File: config.mk
export PLATFORM = sky130hd
export DESIGN_NAME = branch_resolve_ctrl
export DESIGN_NICKNAME = d
export VERILOG_FILES = /design/src/rtl/branch_pkg.sv /design/src/rtl/branch_resolve_ctrl_zero_checker.sv /design/src/rtl/branch_resolve_ctrl.sv
export SDC_FILE = /design/constraint.sdc
export NUM_CORES = 1
export LEC_CHECK = 0
export ABC_CLOCK_PERIOD_IN_PS = 2250
export CAP_MARGIN = 10
export CORE_MARGIN = 5
export CORE_UTILIZATION = 48
export CTS_BUF_LIST = sky130_fd_sc_hd__clkbuf_4 sky130_fd_sc_hd__clkbuf_8 sky130_fd_sc_hd__clkbuf_16
export CTS_CLUSTER_SIZE = 25
export DETAILED_ROUTE_END_ITERATION = 10
export GPL_TIMING_DRIVEN = 0
export PLACE_DENSITY = 0.79
export RECOVER_POWER = 100
export SLEW_MARGIN = 30
export SYNTH_ARGS = -nofsm -noshare
export SYNTH_HDL_FRONTEND = slang
export SYNTH_SLANG_ARGS = --single-unit
export TNS_END_PERCENT = 30
File: constraint.sdc
create_clock -name clk -period 2.25 [get_ports clk]
set_clock_uncertainty 0.1 [all_clocks]
set_input_delay 0.225 -clock clk [delete_from_list [all_inputs] [get_ports clk]]
set_output_delay 0.225 -clock clk [all_outputs]
set_load 0.01 [all_outputs]
File: src/rtl/branch_pkg.sv
// Shared types and constants for the branch resolution controller:
// branch kinds, AArch64 condition codes, FSM states, NZCV bit positions
// and the condition evaluator used by the resolve stage.
package branch_pkg;

   typedef enum logic [1:0] {
      BR_B     = 2'b00,
      BR_CBZ   = 2'b01,
      BR_BCOND = 2'b10,
      BR_CBNZ  = 2'b11
   } br_kind_e;

   typedef enum logic [1:0] {
      ST_IDLE       = 2'b00,
      ST_WAIT_FLAGS = 2'b01,
      ST_EVAL       = 2'b10,
      ST_RESOLVE    = 2'b11
   } br_state_e;

   // AArch64 condition-code encodings
   localparam logic [3:0] COND_EQ = 4'h0;
   localparam logic [3:0] COND_NE = 4'h1;
   localparam logic [3:0] COND_HS = 4'h2;
   localparam logic [3:0] COND_LO = 4'h3;
   localparam logic [3:0] COND_MI = 4'h4;
   localparam logic [3:0] COND_PL = 4'h5;
   localparam logic [3:0] COND_VS = 4'h6;
   localparam logic [3:0] COND_VC = 4'h7;
   localparam logic [3:0] COND_HI = 4'h8;
   localparam logic [3:0] COND_LS = 4'h9;
   localparam logic [3:0] COND_GE = 4'hA;
   localparam logic [3:0] COND_LT = 4'hB;
   localparam logic [3:0] COND_GT = 4'hC;
   localparam logic [3:0] COND_LE = 4'hD;
   localparam logic [3:0] COND_AL = 4'hE;
   localparam logic [3:0] COND_NV = 4'hF;

   // Bit positions inside the 4-bit {N,Z,C,V} vector
   localparam int NZCV_N = 3;
   localparam int NZCV_Z = 2;
   localparam int NZCV_C = 1;
   localparam int NZCV_V = 0;

   // Returns 1 when condition code i_cond holds for flag vector i_nzcv.
   function automatic logic cond_holds(input logic [3:0] i_cond, input logic [3:0] i_nzcv);
      logic n, z, c, v;
      logic r;
      n = i_nzcv[NZCV_N];
      z = i_nzcv[NZCV_Z];
      c = i_nzcv[NZCV_C];
      v = i_nzcv[NZCV_V];
      case (i_cond)
         COND_EQ: r = z;
         COND_NE: r = ~z;
         COND_HS: r = c;
         COND_LO: r = ~c;
         COND_MI: r = n;
         COND_PL: r = ~n;
         COND_VS: r = v;
         COND_VC: r = ~v;
         COND_HI: r = c & ~z;
         COND_LS: r = ~(c & ~z);
         COND_GE: r = (n == v);
         COND_LT: r = (n != v);
         COND_GT: r = ~z & (n == v);
         COND_LE: r = ~(~z & (n == v));
         COND_AL: r = 1'b1;
         COND_NV: r = 1'b1;
         default: r = 1'b1;
      endcase
      return r;
   endfunction

endpackage

File: src/rtl/branch_resolve_ctrl_zero_checker.sv
// Zero detector for the CBZ/CBNZ operand: per-byte OR reduction followed
// by a final NOR, giving a two-level tree the EVAL slot absorbs.
module zero_checker #(
   parameter int WIDTH = 64
) (
   input  logic [WIDTH-1:0] i_operand,
   output logic             o_is_zero
);

   localparam int NBYTES = WIDTH / 8;

   logic [NBYTES-1:0] w_byte_any;

   for (genvar g = 0; g < NBYTES; g++) begin : g_byte
      assign w_byte_any[g] = |i_operand[g*8 +: 8];
   end

   assign o_is_zero = ~|w_byte_any;

endmodule

File: src/rtl/branch_resolve_ctrl.sv
// Branch resolution controller: accepts one decode-stage branch at a time,
// waits for in-flight flag producers when a B.cond needs them, evaluates
// the decision one cycle later and emits a one-cycle result strobe.
// Also owns the architectural NZCV register.
module branch_resolve_ctrl
   import branch_pkg::*;
#(
   parameter int WIDTH = 64
) (
   input  logic             clk,
   input  logic             reset_n,
   input  logic             flag_we,
   input  logic [3:0]       flags_in,
   input  logic             flag_pending,
   input  logic             br_req,
   input  logic [1:0]       br_kind,
   input  logic [3:0]       br_cond,
   input  logic [WIDTH-1:0] br_operand,
   output logic             br_ready,
   output logic             res_valid,
   output logic             res_taken,
   output logic             stall,
   output logic [3:0]       flags_q
);

   br_state_e        r_state;
   br_state_e        w_next_state;
   br_kind_e         r_kind;
   logic [3:0]       r_cond;
   logic [WIDTH-1:0] r_operand;
   logic [3:0]       r_flags;
   logic             r_br_ready;
   logic             r_res_valid;
   logic             r_res_taken;
   logic             r_stall;
   logic             w_accept;
   logic             w_is_zero;
   logic [3:0]       w_flags_eff;
   logic             w_taken;

   assign w_accept = br_req & r_br_ready;

   // A flag write landing in the EVAL cycle is forwarded so B.cond never
   // resolves against stale NZCV.
   assign w_flags_eff = flag_we ? flags_in : r_flags;

   zero_checker #(.WIDTH(WIDTH)) u_zero_checker (
      .i_operand (r_operand),
      .o_is_zero (w_is_zero)
   );

   // Next-state logic: only a B.cond with an outstanding flag producer waits.
   always_comb begin
      w_next_state = r_state;
      case (r_state)
         ST_IDLE: begin
            if (w_accept) begin
               if ((br_kind_e'(br_kind) == BR_BCOND) && flag_pending && !flag_we) begin
                  w_next_state = ST_WAIT_FLAGS;
               end else begin
                  w_next_state = ST_EVAL;
               end
            end else begin
               w_next_state = ST_IDLE;
            end
         end
         ST_WAIT_FLAGS: begin
            if (flag_we) begin
               w_next_state = ST_EVAL;
            end else begin
               w_next_state = ST_WAIT_FLAGS;
            end
         end
         ST_EVAL:    w_next_state = ST_RESOLVE;
         ST_RESOLVE: w_next_state = ST_IDLE;
         default:    w_next_state = ST_IDLE;
      endcase
   end

   // Branch decision from the captured request, valid in the EVAL cycle.
   always_comb begin
      w_taken = 1'b0;
      case (r_kind)
         BR_B:     w_taken = 1'b1;
         BR_CBZ:   w_taken = w_is_zero;
         BR_CBNZ:  w_taken = ~w_is_zero;
         BR_BCOND: w_taken = cond_holds(r_cond, w_flags_eff);
         default:  w_taken = 1'b0;
      endcase
   end

   // State register and registered handshake/result outputs.
   always_ff @(posedge clk) begin
      if (!reset_n) begin
         r_state     <= ST_IDLE;
         r_br_ready  <= 1'b1;
         r_res_valid <= 1'b0;
         r_res_taken <= 1'b0;
         r_stall     <= 1'b0;
      end else begin
         r_state     <= w_next_state;
         r_br_ready  <= (w_next_state == ST_IDLE);
         r_stall     <= (w_next_state != ST_IDLE);
         r_res_valid <= (r_state == ST_EVAL);
         r_res_taken <= (r_state == ST_EVAL) ? w_taken : 1'b0;
      end
   end

   // Architectural NZCV: loads on every flag write regardless of FSM state.
   always_ff @(posedge clk) begin
      if (!reset_n) begin
         r_flags <= 4'b0000;
      end else if (flag_we) begin
         r_flags <= flags_in;
      end
   end

   // Request capture on accept.
   always_ff @(posedge clk) begin
      if (!reset_n) begin
         r_kind    <= BR_B;
         r_cond    <= 4'h0;
         r_operand <= '0;
      end else if (w_accept) begin
         r_kind    <= br_kind_e'(br_kind);
         r_cond    <= br_cond;
         r_operand <= br_operand;
      end
   end

   assign br_ready  = r_br_ready;
   assign res_valid = r_res_valid;
   assign res_taken = r_res_taken;
   assign stall     = r_stall;
   assign flags_q   = r_flags;

endmodule
==> impl_metrics.json, run 1 <==
{
  "slew_headroom_pct": 65.21,
  "crit_fanout": 10,
  "ant_nets": 0,
  "setup_violations": 0,
  "area_delta_synth_final_pct": 36.71,
  "via_count": 3008,
  "synth_area_um2": 3351,
  "wl_um": 8076,
  "syn_inst": 404,
  "holdWs_ns": 0.3244,
  "vias_per_cell": 4.997,
  "cp_slowest_cell": "dlygate4sd3_1",
  "multiInputGateArea_um2": 1645,
  "hold_viol_final": 0,
  "cp.required_ns": 2.37,
  "drv_slew": 0,
  "ys_seq_area_share_pct": 47.80,
  "antenna_found_initial": 0,
  "dr.pass1.iters": 4,
  "design_area_um2": 4581,
  "initial_core_util_pct": 49.32,
  "pin_count": 87,
  "gp_congestion": 0.8328,
  "die_w_um": 93.55,
  "maxCapViolCount": 0,
  "cts-buffers-inserted": 9,
  "synth_warnings": 0,
  "clk_latency_ns": 0.35,
  "synth_largest_area_cell": "dfxtp_1",
  "drt_iter0_drc": 108,
  "dp_hpwl_um": 6129,
  "startpoint_type": "primary input",
  "min_period_over_period_pct": 95.07,
  "ys_top_cells_by_area": "dfxtp_1 48%, nand2_1 16%, a21boi_0 16%, nor4_1 3.0%, clkbuf_1 2.8%",
  "clock_tree.root_cell": "clkbuf_8",
  "worstSetupPathType": "in -> reg",
  "final_cells": 602,
  "track_usage_pct": 18.26,
  "p_leak_nw": 1.692,
  "rows": 30,
  "crit_arrival_ns": 2.26,
  "synth-edff-count": 0,
  "fin_nets": 580,
  "worstHoldPathType": "in -> reg",
  "routedWlPerCell_um": 13.42,
  "synth_area_per_cell_um2": 8.294,
  "grt_max_degree": 15,
  "rsz0062_at_grt": "false",
  "diodes": 0,
  "peakVddDrop_v": 0.0004998,
  "end_kind": "register",
  "place_inst": 586,
  "synthFlopType": "dfxtp_1",
  "worst_slew_pin_slew_ns": 0.5218,
  "fillers": 576,
  "fin_crit_ns": 2.139,
  "fmax_mhz": 467.5,
  "power.total_mw": 3.478,
  "dieArea_um2": 8752,
  "cts_setup_buffers": 0,
  "drcViolationCount": 0,
  "cts_sinks": 80,
  "synth-seq-cells": 80,
  "cts_tree": "yes",
  "max_stage_delay_ns": 0.59,
  "fp.dieH_um": 93.55,
  "grt_pass1_vias": 2860,
  "status": "completed",
  "ctsLongestPathBuffers": 2,
  "path_cells": "dlygate4sd3_1 -> buf_6 -> mux2i_1 -> and2_0 -> a2111oi_0 -> nor3_1 -> or4_1",
  "path_buf_inv": 2,
  "grt_overflow_total": 0,
  "cp_top_family": "simple AND/OR/NAND/NOR gates",
  "io_buffers": 86,
  "h-tree-depth": 3,
  "grt_pass1_wl_um": 12800,
  "syn-num-nets": 483,
  "final_cell_mix": "147 x nand2_1, 80 x dfxtp_1, 76 x clkdlybuf4s50_1",
  "seq_area_um2": 1602,
  "core_area_um2": 6794,
  "ys_types": 40,
  "async_flop_share_pct": 0,
  "p_per_area_nw_per_um2": 759.4,
  "final_common_cell": "nand2_1",
  "placed_cell_area_um2": 4332,
  "drive_gt1_share_pct": 5.336,
  "netlist.area_leader.share_pct": 47.80,
  "clk_pin_slew_ns": 0.09
}
[worst paths after layout]
check / from / end / slack [ns] / cells after the start
hold reg to reg: r_operand[15]$_SDFFE_PN0P_ / r_operand[15]$_SDFFE_PN0P_ / 0.37 / 2
setup / recovery: flag_we / res_taken$_SDFF_PN0_ / 0.11 / 7
setup reg to reg: r_operand[52]$_SDFFE_PN0P_ / res_taken$_SDFF_PN0_ / 0.12 / 5
hold / removal: br_operand[27] / r_operand[27]$_SDFFE_PN0P_ / 0.32 / 3
[sequential cells by signal, indices dropped and copies added (netlist names)]
| register | count |
|---|---|
| flags_q | 4 |
| r_cond | 4 |
| r_state | 2 |
| res_taken | 1 |
| r_operand | 64 |
| br_ready | 1 |
| r_kind | 2 |
| res_valid | 1 |
| stall | 1 |
[power by group]
group          switching, mW  leakage (nW)  total [mW]  internal [mW]
logic                  0.344         0.928       0.676          0.332
registers             0.0822         0.657        1.63           1.55
clock network          0.527         0.107        1.17          0.643
total                  0.953          1.69        3.48           2.52
[per-layer routing]
metal,vias to the layer above,routed length [um],GRT usage [%]
met2,81,3825,29.84
met5,-,0,0
li1,1553,-,-
met4,0,117,7.341
met3,13,520,3.862
met1,1361,3613,23.49
[stage by stage]
stage	setup WS (ns)	utilization (%)	TNS [ns]
floorplan	0.3735	-	0
global placement	-0.1341	63.76	-0.1341
detailed placement	-0.1323	63.76	-0.1323
CTS	0.04914	67.05	0
global route	0.01479	67.42	0
finish	0.1108	67.42	0
[kinds of logic (layout without fill, tap and decap cells)]
family | after synthesis | count (layout) | synth area share (%)
AO/OA/AOI/OAI | 84 | 84 | 19.31
XOR/XNOR | 4 | 4 | 1.046
buffers and inverters | 32 | 134 | 3.846
flip-flops | 80 | 80 | 47.80
multiplexers | 6 | 6 | 1.830
AND/OR/NAND/NOR | 198 | 198 | 26.18
[worst register-to-register path: cells and delay by family, from the launching register on]
kind,cells,cell delay [ns]
AOI/OAI and AO/OA,1,0.40
DFF,1,0.33
muxes,1,0.11
and+or+nand+nor,3,1.06
[synthesized netlist by cell type, types with 3 or more instances]
library cell,n
dfxtp_1,80
nor2b_1,5
nand3b_1,3
nand2b_1,3
a21boi_0,70
xnor2_1,3
nand2_1,147
clkbuf_1,25
nor3_1,3
nor2_1,4
and2_1,3
nor4_1,16
inv_1,5
mux2i_1,5
nand4_1,5
[what timing repair did]
action                                  in CTS  in global routing
hold endpoints to repair                     0                  0
endpoints found under the setup margin       0                  1
hold buffers                                 0                  0
resized for setup                            0                  4
[final cells by class]
type	instances	share of cell area, %
tap	96	2.622
multi-input combinational	292	35.92
timing repair buffer	86	18.79
sequential	80	34.96
buffer	27	2.404
clock buffer	10	2.868
clock inverter	6	2.021
inverter	5	0.4097
Note: power is estimated with default switching activity, not from simulation.
==> run 2: changes to the inputs <==
- SKIP_CTS_REPAIR_TIMING: default -> 1
==> results of run 2 <==
Same layout as run 1: the final DEF is identical, and so are final timing and power.
